### config.mk
export PLATFORM = sky130hd
export DESIGN_NAME = key_debounce_flat
export DESIGN_NICKNAME = d
export VERILOG_FILES = /design/src/rtl/key_debounce_if.sv /design/src/rtl/key_debounce.sv /design/src/flat_wrapper.sv
export SDC_FILE = /design/constraint.sdc
export NUM_CORES = 1
export LEC_CHECK = 0
export CAP_MARGIN = 20
export CORE_ASPECT_RATIO = 1.25
export CORE_MARGIN = 5
export CORE_UTILIZATION = 60
export DETAILED_ROUTE_END_ITERATION = 12
export DONT_BUFFER_PORTS = 1
export GPL_TIMING_DRIVEN = 0
export MAX_ROUTING_LAYER = met4
export PLACE_DENSITY = 0.76
export SYNTH_ARGS = -nofsm -noshare
export SYNTH_HDL_FRONTEND = slang
export SYNTH_SLANG_ARGS = --single-unit
### constraint.sdc
create_clock -name clk -period 3.96 [get_ports clk]
set_clock_uncertainty 0.2 [all_clocks]
set_input_delay 0.198 -clock clk [delete_from_list [all_inputs] [get_ports clk]]
set_output_delay 0.198 -clock clk [all_outputs]
set_load 0.02 [all_outputs]
### src/rtl/key_debounce_if.sv
// rtl/key_debounce_if.sv - key debounce bus: raw keys and enable in, levels and strobes out
interface key_debounce_if;
   logic sw_add_raw;
   logic sw_sub_raw;
   logic en;
   logic sw_add;
   logic sw_sub;
   logic add_pulse;
   logic sub_pulse;
   logic conflict;

   modport master (
      output sw_add_raw, sw_sub_raw, en,
      input  sw_add, sw_sub, add_pulse, sub_pulse, conflict
   );

   modport slave (
      input  sw_add_raw, sw_sub_raw, en,
      output sw_add, sw_sub, add_pulse, sub_pulse, conflict
   );
endinterface

### src/rtl/key_debounce.sv
// rtl/key_debounce.sv - two-key debouncer with press strobes, auto-repeat and conflict detect
module key_debounce #(
   parameter int DEBOUNCE_CYCLES = 16,
   parameter int REPEAT_DELAY    = 64,
   parameter int REPEAT_PERIOD   = 16
) (
   input logic clk,
   input logic rst_n,
   key_debounce_if.slave bus
);
   localparam int MAXP = (DEBOUNCE_CYCLES > REPEAT_DELAY)
                         ? ((DEBOUNCE_CYCLES > REPEAT_PERIOD) ? DEBOUNCE_CYCLES : REPEAT_PERIOD)
                         : ((REPEAT_DELAY > REPEAT_PERIOD) ? REPEAT_DELAY : REPEAT_PERIOD);
   localparam int W = $clog2(MAXP + 1);
   localparam logic [W-1:0] DB_LAST   = W'(DEBOUNCE_CYCLES - 1);
   localparam logic [W-1:0] RPT_DELAY = W'(REPEAT_DELAY);
   localparam logic [W-1:0] RPT_LAST  = W'(REPEAT_PERIOD - 1);
   localparam bit           RPT_EN    = (REPEAT_DELAY > 0);

   typedef enum logic [1:0] {
      ST_IDLE,
      ST_PRESS_WAIT,
      ST_PRESSED,
      ST_RELEASE_WAIT
   } state_e;

   logic [1:0] raw;
   logic [1:0] level;
   logic [1:0] due;

   assign raw = {bus.sw_sub_raw, bus.sw_add_raw};

   for (genvar ch = 0; ch < 2; ch++) begin : g_ch
      logic         sync1_q, sync2_q;
      state_e       state_q, state_d;
      logic [W-1:0] cnt_q, cnt_d, cnt_inc;
      logic [W-1:0] rpt_q, rpt_d;
      logic [W-1:0] per_q, per_d;
      logic         press_q, press_d;
      logic         level_q, level_d;
      logic         rpt_hit;

      always_ff @(posedge clk or negedge rst_n) begin
         if (!rst_n) begin
            sync1_q <= 1'b1;
            sync2_q <= 1'b1;
            state_q <= ST_IDLE;
            cnt_q   <= '0;
            rpt_q   <= '0;
            per_q   <= '0;
            press_q <= 1'b0;
            level_q <= 1'b1;
         end else begin
            sync1_q <= raw[ch];
            sync2_q <= sync1_q;
            state_q <= state_d;
            cnt_q   <= cnt_d;
            rpt_q   <= rpt_d;
            per_q   <= per_d;
            press_q <= press_d;
            level_q <= level_d;
         end
      end

      always_comb begin
         state_d = state_q;
         cnt_d   = cnt_q;
         rpt_d   = rpt_q;
         per_d   = per_q;
         press_d = 1'b0;
         rpt_hit = 1'b0;
         cnt_inc = cnt_q + 1'b1;

         // Delay timer saturates at REPEAT_DELAY, then the period counter paces the repeats
         if (RPT_EN && (state_q == ST_PRESSED || state_q == ST_RELEASE_WAIT)) begin
            if (rpt_q != RPT_DELAY) begin
               rpt_d = rpt_q + 1'b1;
            end else begin
               rpt_hit = (per_q == '0);
               per_d   = (per_q == RPT_LAST) ? '0 : per_q + 1'b1;
            end
         end

         unique case (state_q)
            ST_IDLE: begin
               if (!sync2_q) begin
                  state_d = ST_PRESS_WAIT;
                  cnt_d   = '0;
               end
            end
            ST_PRESS_WAIT: begin
               if (sync2_q) begin
                  state_d = ST_IDLE;
               end else if (cnt_inc == DB_LAST) begin
                  state_d = ST_PRESSED;
                  press_d = 1'b1;
               end else begin
                  cnt_d = cnt_inc;
               end
            end
            ST_PRESSED: begin
               if (sync2_q) begin
                  state_d = ST_RELEASE_WAIT;
                  cnt_d   = '0;
               end
            end
            ST_RELEASE_WAIT: begin
               if (!sync2_q) begin
                  state_d = ST_PRESSED;
               end else if (cnt_inc == DB_LAST) begin
                  state_d = ST_IDLE;
               end else begin
                  cnt_d = cnt_inc;
               end
            end
            default: state_d = ST_IDLE;
         endcase

         if (state_d == ST_IDLE) begin
            rpt_d = '0;
            per_d = '0;
         end
         level_d = (state_d == ST_IDLE) || (state_d == ST_PRESS_WAIT);
      end

      assign level[ch] = level_q;
      assign due[ch]   = press_q | rpt_hit;
   end

   logic add_pulse_q, sub_pulse_q, conflict_q;

   always_ff @(posedge clk or negedge rst_n) begin
      if (!rst_n) begin
         add_pulse_q <= 1'b0;
         sub_pulse_q <= 1'b0;
         conflict_q  <= 1'b0;
      end else begin
         add_pulse_q <= bus.en & due[0] & ~due[1];
         sub_pulse_q <= bus.en & due[1] & ~due[0];
         conflict_q  <= bus.en & due[0] & due[1];
      end
   end

   assign bus.sw_add    = level[0];
   assign bus.sw_sub    = level[1];
   assign bus.add_pulse = add_pulse_q;
   assign bus.sub_pulse = sub_pulse_q;
   assign bus.conflict  = conflict_q;
endmodule

### src/flat_wrapper.sv
// flat-port wrapper written by rule: the top's interface ports become plain ports
module key_debounce_flat 
#(
   parameter int DEBOUNCE_CYCLES = 16,
   parameter int REPEAT_DELAY    = 64,
   parameter int REPEAT_PERIOD   = 16
)
  (clk, rst_n, bus_sw_add_raw, bus_sw_sub_raw, bus_en, bus_sw_add, bus_sw_sub, bus_add_pulse, bus_sub_pulse, bus_conflict);
  key_debounce_if bus_i ();
  input logic clk;
  input logic rst_n;
  input wire logic [$bits(bus_i.sw_add_raw)-1:0] bus_sw_add_raw;
  input wire logic [$bits(bus_i.sw_sub_raw)-1:0] bus_sw_sub_raw;
  input wire logic [$bits(bus_i.en)-1:0] bus_en;
  output wire logic [$bits(bus_i.sw_add)-1:0] bus_sw_add;
  output wire logic [$bits(bus_i.sw_sub)-1:0] bus_sw_sub;
  output wire logic [$bits(bus_i.add_pulse)-1:0] bus_add_pulse;
  output wire logic [$bits(bus_i.sub_pulse)-1:0] bus_sub_pulse;
  output wire logic [$bits(bus_i.conflict)-1:0] bus_conflict;
  assign bus_i.sw_add_raw = bus_sw_add_raw;
  assign bus_i.sw_sub_raw = bus_sw_sub_raw;
  assign bus_i.en = bus_en;
  assign bus_sw_add = bus_i.sw_add;
  assign bus_sw_sub = bus_i.sw_sub;
  assign bus_add_pulse = bus_i.add_pulse;
  assign bus_sub_pulse = bus_i.sub_pulse;
  assign bus_conflict = bus_i.conflict;
  key_debounce #(.DEBOUNCE_CYCLES(DEBOUNCE_CYCLES), .REPEAT_DELAY(REPEAT_DELAY), .REPEAT_PERIOD(REPEAT_PERIOD)) u_core (.clk(clk), .rst_n(rst_n), .bus(bus_i));
endmodule
# Yosys cells after proc, flatten, opt, wreduce, memory -nomap -nowiden
# Cells that the tools add are included.
# word_totals
word_cells	128
inputBits	5
output_inout_bits	5
regBits	57
# classes
n_reduce_logical	20
bitwise	9
mux	50
addsub	6
eq_ne	24
# op_table
operator	n
$mux W7	24
$pmux W7 S4	2
$add A7 B1 Y7 const B	6
$eq A7 B4 Y1 const B	4
$mux W2	12
$pmux W2 S4	2
$logic_not A7 Y1	2
$ne A7 B7 Y1 const B	2
$ne A2 B2 Y1 const B	6
$mux W1	10
$eq A2 B1 Y1 const B	4
$eq A2 B2 Y1 const B	4
$logic_not A2 Y1	4
$ne A2 B1 Y1 const B	4
$reduce_and A2 Y1	4
$reduce_and A4 Y1	2
$reduce_bool A2 Y1	4
$and A1 B1 Y1	5
$logic_or A1 B1 Y1	4
$not A1 Y1	2
$or A1 B1 Y1	2

# Depth between registers and ports, before layout
# Gate-level depths: netlist (run 1).
# logic_depth
ltp_word	8
mapped_depth	8
depth_no_buf	7

# Worst setup path after synthesis (run 1)
# No wires, ideal clock.
# synth_timing
kind	register to register
start	register u_core.g_ch[0].rpt_q[0]
end	register u_core.g_ch[0].per_q[4]
period_less_slack_ns	2.060
path_buffers	0
slack_ns	1.900
path_stages_with_launch	8
setup_ns	0.121
arrival_ns	1.738
required_ns	3.639
path_cell_list	dfrtp_1 -> inv_1 -> ha_1 -> or4b_4 -> nor3_4 -> and3_2 -> mux2i_1 -> nor2_1
# synth_between
elab_chain_len	3
# synth_rtl
element	line_no	source
start, declared	key_debounce.sv:37	logic [W-1:0] rpt_q, rpt_d;
start signal, assigned	key_debounce.sv:58	rpt_q <= rpt_d;
$ne A7 B7 Y1	key_debounce.sv:76	if (rpt_q != RPT_DELAY) begin
$ne A2 B2 Y1 (no line)	n/a	
$reduce_and A2 Y1 (no line)	n/a	
end signal, assigned	key_debounce.sv:59	per_q <= per_d;
end, declared	key_debounce.sv:38	logic [W-1:0] per_q, per_d;
# No other way between the ends.
# A chain may end at the register's enable or synchronous reset.

# Worst setup path after layout (run 1)
# layout_timing
start	register u_core.g_ch[1].cnt_q[0]
end	register u_core.g_ch[1].cnt_q[6]
# layout_between
elab_chain_len	5
elab_cells_between_ends	6
cone_classes	add/sub: 1; eq/ne: 1; mux: 4
# layout_rtl
element	line_no	source
start, declared	key_debounce.sv:36	logic [W-1:0] cnt_q, cnt_d, cnt_inc;
start signal, assigned	key_debounce.sv:57	cnt_q <= cnt_d;
$add A7 B1 Y7 (*)	key_debounce.sv:72	cnt_inc = cnt_q + 1'b1;
$eq A7 B4 Y1	key_debounce.sv:94, key_debounce.sv:110	
$mux W7 (*)	key_debounce.sv:94, key_debounce.sv:110	
$mux W7, on equally long branches	key_debounce.sv:108, key_debounce.sv:92	
$pmux W7 S4 (*)	key_debounce.sv:84	unique case (state_q)
# Mark *: on every way between the ends. The rest lies on a longest branch, timed or not. The select of a mux whose other input is x is not followed.

==> results_dict.tcl, run 1 <==
set metrics [dict create \
    post-synth-top-count-cell "sky130_fd_sc_hd__dfrtp_1" \
    design.core.area_um2 4800 \
    detail_route.wl_per_cell_um 13.85 \
    synth_edf_count 0 \
    worstMarginPinSlew_ns 0.7113 \
    grtUsageTotal_pct 19.36 \
    final_net_count 335 \
    grt_first_pass_wirelength_um 9487 \
    post-route-period-util_pct 56.96 \
    final_period_minus_worst_setup_slack_ns 2.256 \
    crit-reg2reg-capture "u_core.g_ch[1].cnt_q[6]$_DFFE_PN0P_" \
    synth_seq_area_share_pct 47.85 \
    placement.io_buffers 0 \
    post_drt_via_cell_ratio 5.687 \
    die_width_um 73.21 \
    worst_slew_margin_rel_pct 52.42 \
    mappedNetlistArea_um2 2997 \
    finalMaxSlewViolations 0 \
    final_antenna_net_count 0 \
    final-hold-violation-count 0 \
    report.power.total_mw 1.454 \
    root_buffer "sky130_fd_sc_hd__clkbuf_8" \
    placed_wire_length_estimate_after_detailed_placement_um 3542 \
    arrival_ns 2.27 \
    fmax_mhz 443.3 \
    worst_ir_drop_vdd_mv 0.2278 \
    totalNegativeSetupSlack_ns 0 \
    synthTopCellsByArea "sky130_fd_sc_hd__dfrtp_1 (43%), sky130_fd_sc_hd__dfstp_2 (5.3%), sky130_fd_sc_hd__ha_1 (5.0%)" \
    ys_ff_latch 57 \
    number_of_buffers_created_by_cts 9 \
    post-synth-top-area-cell "sky130_fd_sc_hd__dfrtp_1" \
    route.detailed.drc 0 \
    die_height_um 89.01 \
    io-pin-count 10 \
    power_density_nw_per_um2 436.4 \
    origin_of_the_worst_min_delay_path "u_core.g_ch[0].sync1_q$_DFF_PN1_" \
    global_route.overflow_total 0 \
    cts.repair.resized 0 \
    antenna_cells 0 \
    effective_utilization_at_floorplan_pct 62.43 \
    vias_in_the_first_global_route 2249 \
    timing.reg2reg.setup_slack_ns 1.70 \
    ff_latch_area_um2 1434 \
    timing.critical_path.from_type "register" \
    total_leakage_power_nw 1.495 \
    die-area_um2 6516 \
    wl_um 5305 \
    worst-setup-path-type "reg -> reg" \
    reg2reg_from "u_core.g_ch[1].cnt_q[0]$_DFFE_PN0P_" \
    worstPathRequired_ns 3.98 \
    grt_start_max_net_pins 58 \
    clk_latency_ns 0.33 \
    min_delay_worst_endpoint "u_core.g_ch[0].sync2_q$_DFF_PN1_" \
    ff2ff_path_depth 5 \
    drive_above_1_share_pct 12.38 \
    rsz_0062_raised_after_global_routing "no" \
    number_of_nets_in_the_synthesized_netlist 319 \
    cts_max_path_buffers 2 \
    dr.pass1.iters 4 \
    setup_viol 0 \
    routability_cong 0.8432 \
    hold_class "reg -> reg" \
    endpoint_kind "register" \
    number_of_antenna_violations_at_the_first_check_in_global_routing 0 \
    placementRows 28 \
    synthDistinctLibCells 55 \
    drt_iter0_drc 122 \
    fillers 354 \
    max_cap_viol_count 0 \
    postSynth.asyncResetShare_pct 100.0 \
    synth_commonest_cells "sky130_fd_sc_hd__dfrtp_1 (51), sky130_fd_sc_hd__nor2_1 (37), sky130_fd_sc_hd__nand2_1 (28)" \
    htree_levels 3 \
    synthesis.instances 302 \
    syn2layout_area_growth_pct 11.19 \
    min_path_cells 0 \
    status "complete, no violations" \
    tritoncts "yes" \
    yosysWarnings 0 \
    synth_top_area_share_pct 42.59 \
    multi_input_area_um2 1458 \
    vias 2178 \
    postSynth.topFlopCell "sky130_fd_sc_hd__dfrtp_1" \
    syn-mean-instance-area_um2 9.923 \
    critPathMaxFanout 9 \
    clock_pin_slew_worst_setup_and_hold_paths_ns 0.07 \
    cts.sink_count 57 \
]
## worst max path at each step
stage	depth (start not counted)	startpoint	slack, ns	endpoint
after detailed placement	6	u_core.g_ch[1].cnt_q[0]$_DFFE_PN0P_	1.72	u_core.g_ch[1].cnt_q[6]$_DFFE_PN0P_
after floorplan	7	u_core.g_ch[0].rpt_q[0]$_DFFE_PN0P_	1.90	u_core.g_ch[0].per_q[4]$_DFFE_PN0P_
after CTS	6	u_core.g_ch[1].cnt_q[0]$_DFFE_PN0P_	1.71	u_core.g_ch[1].cnt_q[6]$_DFFE_PN0P_
after global placement	6	u_core.g_ch[1].cnt_q[0]$_DFFE_PN0P_	1.71	u_core.g_ch[1].rpt_q[2]$_DFFE_PN0P_
final	5	u_core.g_ch[1].cnt_q[0]$_DFFE_PN0P_	1.70	u_core.g_ch[1].cnt_q[6]$_DFFE_PN0P_
after global routing	7	u_core.g_ch[0].state_q[0]$_DFF_PN0_	1.43	u_core.g_ch[0].per_q[6]$_DFFE_PN0P_
## layout by cell type, fill, tap and decap left out, types with 3 or more instances in the layout
cell / instances
sky130_fd_sc_hd__inv_1: 18
sky130_fd_sc_hd__dfrtp_1: 51
sky130_fd_sc_hd__ha_1: 12
sky130_fd_sc_hd__o21ai_0: 16
sky130_fd_sc_hd__dlygate4sd3_1: 4
sky130_fd_sc_hd__nand2_1: 28
sky130_fd_sc_hd__clkbuf_1: 4
sky130_fd_sc_hd__xnor2_1: 6
sky130_fd_sc_hd__nor2_1: 37
sky130_fd_sc_hd__nand4_1: 7
sky130_fd_sc_hd__a21oi_1: 10
sky130_fd_sc_hd__a21o_1: 4
sky130_fd_sc_hd__nor3_1: 11
sky130_fd_sc_hd__nand3_1: 15
sky130_fd_sc_hd__xor2_1: 14
sky130_fd_sc_hd__a22o_1: 5
sky130_fd_sc_hd__o31ai_1: 4
sky130_fd_sc_hd__and3_1: 3
sky130_fd_sc_hd__buf_2: 3
sky130_fd_sc_hd__dfstp_2: 6
sky130_fd_sc_hd__nand2b_1: 4
sky130_fd_sc_hd__and2_1: 3
sky130_fd_sc_hd__clkbuf_8: 13
sky130_fd_sc_hd__mux2i_1: 3
## per-stage QoR
step	worst slack (ns)	std cells	instance area [µm²]	util [%]	hold WS, ns
2_1_floorplan	1.900	302	2997	-	-0.2976
3_3_place_gp	1.711	362	3072	64.00	-0.2963
3_5_place_dp	1.715	362	3072	64.00	-0.2961
4_1_cts	1.707	383	3332	69.42	0.1546
5_1_grt	1.428	383	3332	69.42	0.1583
6_report	1.704	383	3332	69.42	0.1493
## sequential cells by signal, summed over array words and instances, names as in the netlist
signal	count
u_core.bus.sw_sub	1
u_core.g_ch.sync2_q	2
u_core.g_ch.cnt_q	14
u_core.g_ch.state_q	4
u_core.bus.add_pulse	1
u_core.g_ch.sync1_q	2
u_core.g_ch.per_q	14
u_core.g_ch.rpt_q	14
u_core.bus.conflict	1
u_core.bus.sub_pulse	1
u_core.bus.sw_add	1
u_core.g_ch.press_q	2
## layer usage
layer | GRT usage [%] | share of wire [%] | vias to the layer above | routed length, µm
li1 | - | - | 1101 | -
met1 | 21.21 | 45 | 1043 | 2393
met2 | 32.63 | 50 | 24 | 2656
met3 | 4.837 | 3.2 | 10 | 170
met4 | 9.396 | 1.6 | 0 | 85
met5 | - | 0 | - | 0
## timing repair
action                                 in CTS  in global routing
endpoints found under the hold margin      62                  0
setup buffers                               0                  0
hold buffers                                5                  0
## final cells by class
type,instances,area share [%]
inverters,18,2.028
flip-flops and latches,57,43.03
repair buffers,5,2.028
well taps,60,2.253
multi-input cells,220,43.75
clock inverters,2,0.3004
plain buffers,7,1.127
clock buffers,14,5.483
## kinds of logic (layout without fill, tap and decap cells)
family,after synthesis,count (layout),synth area share (%)
multiplexers,3,3,1.002
AND/OR/NAND/NOR,128,128,22.55
XOR/XNOR,20,20,5.846
adder cells (fa/ha/maj),12,12,5.010
flip-flops,57,57,47.85
buffers and inverters,25,46,3.507
AO/OA/AOI/OAI,57,57,14.24
## report_power, final
group | switching, mW | internal (mW) | leakage (nW)
combinational | 0.154 | 0.0951 | 0.627
sequential | 0.0577 | 0.633 | 0.766
clock | 0.220 | 0.294 | 0.102
## worst max-delay path, stage by stage (launching register included)
cell	delay, ns
sky130_fd_sc_hd__dfrtp_1	0.49
sky130_fd_sc_hd__ha_1	0.28
sky130_fd_sc_hd__nand3b_1	0.16
sky130_fd_sc_hd__a2111oi_4	0.61
sky130_fd_sc_hd__nor2_1	0.13
sky130_fd_sc_hd__a32o_1	0.28
Note: power is estimated with default switching activity, not from simulation.
==> inputs of run 2 (changes only) <==
--- a/config.mk
+++ b/config.mk
@@ -5,15 +5,16 @@
 export SDC_FILE = /design/constraint.sdc
 export NUM_CORES = 1
 export LEC_CHECK = 0
+export ABC_AREA = 1
 export CAP_MARGIN = 20
 export CORE_ASPECT_RATIO = 1.25
 export CORE_MARGIN = 5
-export CORE_UTILIZATION = 60
+export CORE_UTILIZATION = 57
 export DETAILED_ROUTE_END_ITERATION = 12
 export DONT_BUFFER_PORTS = 1
 export GPL_TIMING_DRIVEN = 0
 export MAX_ROUTING_LAYER = met4
-export PLACE_DENSITY = 0.76
+export PLACE_DENSITY = 0.75
 export SYNTH_ARGS = -nofsm -noshare
 export SYNTH_HDL_FRONTEND = slang
 export SYNTH_SLANG_ARGS = --single-unit
==> constraint.sdc (replaced) <==
create_clock -name clk -period 1.9 [get_ports clk]
set_clock_uncertainty 0.2 [all_clocks]
set_input_delay 0.095 -clock clk [delete_from_list [all_inputs] [get_ports clk]]
set_output_delay 0.095 -clock clk [all_outputs]
set_load 0.02 [all_outputs]
==> run 2 against run 1 <==
The flow now finishes with violations (setup timing). Routed wire length is 16% higher. Critical endpoint is now u_core.g_ch[0].per_q[1]$_DFFE_PN0P_. Utilization grew 1.3 points. Largest cell class unchanged. Register-to-register slack worse by 1.8 ns.
==> results_dict.tcl, run 2 <==
set metrics [dict create \
    cp_slowest_cell "sky130_fd_sc_hd__dfrtp_1" \
    syn-mean-instance-area_um2 8.199 \
    number_of_nets_in_the_synthesized_netlist 397 \
    worstMarginPinSlew_ns 0.4631 \
    die_width_um 76.13 \
    post-synth-top-count-cell "sky130_fd_sc_hd__nand2_1" \
    worst-setup-path-type "reg -> reg" \
    grt_start_max_net_pins 58 \
    drive_above_1_share_pct 26.97 \
    worstPathRequired_ns 1.92 \
    synth_mux_area_share_pct 0 \
    htree_levels 3 \
    syn2layout_area_growth_pct 21.81 \
    endpoint_kind "register" \
    synth_commonest_cells "sky130_fd_sc_hd__nand2_1 (92), sky130_fd_sc_hd__inv_1 (53), sky130_fd_sc_hd__dfrtp_1 (51)" \
    layout.cells.non_filler 483 \
    vias_in_the_first_global_route 2404 \
    synth_compound_area_share_pct 4.779 \
    cts.sink_count 57 \
    cts_max_path_buffers 2 \
    clk_latency_ns 0.34 \
    final_period_minus_worst_setup_slack_ns 1.986 \
    root_buffer "sky130_fd_sc_hd__clkbuf_8" \
    routability_cong 0.8257 \
    top_regs "u_core.g_ch.cnt_q x14, u_core.g_ch.per_q x14, u_core.g_ch.rpt_q x14" \
    antenna_cells 0 \
    timing.critical_path.from_type "register" \
    io-pin-count 10 \
    global_route.overflow_total 0 \
    place_inst 444 \
    fin_worst_hold_slack_ns 0.08660 \
    ys_ff_latch 57 \
    totalNegativeSetupSlack_ns -0.7389 \
    postSynth.asyncResetShare_pct 100.0 \
    grt_first_pass_wirelength_um 10170 \
    adder_cell_area_share_of_the_yosys_netlist_pct 4.819 \
    report.power.total_mw 2.565 \
    worst_slew_margin_rel_pct 69.01 \
    detail_route.wl_per_cell_um 12.74 \
    fillers 393 \
    synth_xor_xnor_area_share_pct 5.904 \
    placement.io_buffers 0 \
    timing.critical_path.buf_inv 2 \
    setup_viol 17 \
    ff2ff_path_depth 12 \
    final-hold-violation-count 0 \
    max_cap_viol_count 0 \
    final_antenna_net_count 0 \
    design.core.area_um2 5368 \
    vias 2470 \
    tritoncts "yes" \
    total_leakage_power_nw 1.812 \
    post_drt_via_cell_ratio 5.114 \
    critPathMaxFanout 5 \
    synthTopCellsByArea "sky130_fd_sc_hd__dfrtp_1 (41%), sky130_fd_sc_hd__nand2_1 (11%), sky130_fd_sc_hd__inv_1 (6.4%)" \
    final_net_count 431 \
    post-synth-top-area-cell "sky130_fd_sc_hd__dfrtp_1" \
    worst_path_largest_cell_delay_ns 0.44 \
    route.detailed.drc 0 \
    synthSimpleGateAreaFrac_pct 30.40 \
    mostFrequentLayoutCells "sky130_fd_sc_hd__nand2_1 (87), sky130_fd_sc_hd__dfrtp_1 (49), sky130_fd_sc_hd__inv_1 (47), sky130_fd_sc_hd__nor2_1 (29), sky130_fd_sc_hd__nand3_1 (27)" \
    power_density_nw_per_um2 676.0 \
    dr.pass1.iters 4 \
    drt_iter0_drc 104 \
    synth_top_family_by_area "simple AND/OR/NAND/NOR gates" \
    rsz_0062_raised_after_global_routing "yes" \
    finalMaxSlewViolations 0 \
    placementRows 30 \
    placed_wire_length_estimate_after_detailed_placement_um 3718 \
    synthesis.instances 380 \
    synthDistinctLibCells 29 \
    hold_class "in -> async" \
    number_of_cells_on_the_critical_path 12 \
    synth_top_area_share_pct 40.96 \
    failed_checks "setup timing" \
    postSynth.topFlopCell "sky130_fd_sc_hd__dfrtp_1" \
    worst_ir_drop_vdd_mv 0.5249 \
    synth_seq_area_share_pct 46.02 \
    critical-path-top-delay-family "simple AND/OR/NAND/NOR gates" \
    fmax_mhz 503.6 \
    number_of_antenna_violations_at_the_first_check_in_global_routing 0 \
    post-route-period-util_pct 104.5 \
    timing.critical_path.cells "ha_4, nand2_4, nand2_4, nor3_4, nand2_2, nor2_4, nand2_4, nand2_4, nand2_4, inv_6, clkbuf_16, a21oi_2" \
    yosysWarnings 0 \
    effective_utilization_at_floorplan_pct 58.04 \
    most_common_cell_after_layout_fill_and_taps_aside "sky130_fd_sc_hd__nand2_1" \
    grtUsageTotal_pct 18.22 \
    die-area_um2 7053 \
    die_height_um 92.66 \
    crit_path_frequent_cell "sky130_fd_sc_hd__nand2_4" \
    synth_edf_count 0 \
    number_of_buffers_created_by_cts 9 \
    wl_um 6155 \
    status "finished with violations" \
    clock_pin_slew_worst_setup_and_hold_paths_ns 0.07 \
    slack_of_the_critical_path_ns -0.08552 \
    mappedNetlistArea_um2 3115 \
    arrival_ns 2.01 \
]
-- run 2: cell types whose count changed after synthesis, moves of 5 or more --
cell,previous run,this run
sky130_fd_sc_hd__nand2_1,28,92
sky130_fd_sc_hd__inv_1,18,53
sky130_fd_sc_hd__nor2_2,0,20
sky130_fd_sc_hd__nand3_1,15,29
sky130_fd_sc_hd__o21ai_0,16,6
sky130_fd_sc_hd__nand4_1,7,1
sky130_fd_sc_hd__xor2_1,14,20
sky130_fd_sc_hd__a22o_1,5,0
sky130_fd_sc_hd__nand2_2,0,5
sky130_fd_sc_hd__nand2_4,0,5
sky130_fd_sc_hd__o21ai_1,0,5
sky130_fd_sc_hd__xnor2_1,6,1
-- run 2: per-stage QoR --
stage	area [µm²]	setup WS, ns	util (%)
4_1_cts	3582	-0.03595	66.74
2_1_floorplan	3115	0.06230	-
5_1_grt	3795	-0.1384	70.70
6_report	3795	-0.08552	70.70
3_3_place_gp	3196	-0.08695	59.53
3_5_place_dp	3196	-0.1156	59.53
-- run 2: path summary, 6_finish.rpt --
check	to	slack (ns)	start
setup / recovery	u_core.g_ch[0].per_q[1]$_DFFE_PN0P_	-0.09	u_core.g_ch[0].cnt_q[1]$_DFFE_PN0P_
hold / removal	u_core.g_ch[0].per_q[5]$_DFFE_PN0P_	0.09	rst_n
setup reg to reg	u_core.g_ch[0].per_q[1]$_DFFE_PN0P_	-0.09	u_core.g_ch[0].cnt_q[1]$_DFFE_PN0P_
hold reg to reg	u_core.g_ch[1].sync2_q$_DFF_PN1_	0.16	u_core.g_ch[1].sync1_q$_DFF_PN1_
max in group asynchronous	u_core.bus.sw_sub$_DFF_PN1_	1.11	rst_n
min in group clk	u_core.g_ch[1].sync1_q$_DFF_PN1_	0.10	bus_sw_sub_raw
-- run 2: what timing repair did --
item / in CTS / in global routing
setup buffers: 8 / 8
setup endpoints to repair: 34 / 50
hold buffers: 5 / 0
hold endpoints to repair: 62 / 0
pin swaps: 6 / 16
resized for setup: 13 / 39
cloned: 1 / 1
-- run 2: power by group --
group,switching (mW),total [mW],internal [mW]
clock network,0.476,1.09,0.612
registers,0.0293,1.27,1.24
logic,0.115,0.207,0.0921
-- run 2: kinds of logic after synthesis --
logic type,count (synthesis)
compound gates,26
xor+xnor,21
fa+ha+maj,12
buf+inv,60
flops,57
simple gates,204
-- run 2: final cells by class --
type,count,area (µm²),area share (%)
clock inverters,2,10.01,0.2638
plain buffers,3,40.04,1.055
flip-flops and latches,57,1436,37.85
inverters,57,229.0,6.034
clock buffers,14,182.7,4.814
well taps,64,80.08,2.110
multi-input cells,263,1573,41.44
repair buffers,23,244.0,6.429
-- run 2: worst reg2reg max path, delay by kind of cell (launching register included) --
family                     cells  cell delay (ns)
AOI/OAI and AO/OA              1             0.03
DFF                            1             0.44
and+or+nand+nor                8             0.76
buffers and inverters          2             0.23
adders and majority gates      1             0.21
-- run 2: metal layers --
layer  vias up  GRT usage, %  share of wire [%]
met3        15         5.058                3.3
li1       1246             -                  -
met5         -             -                  0
met4         0         8.892                2.5
met1      1167         19.32                 42
met2        42         31.21                 52
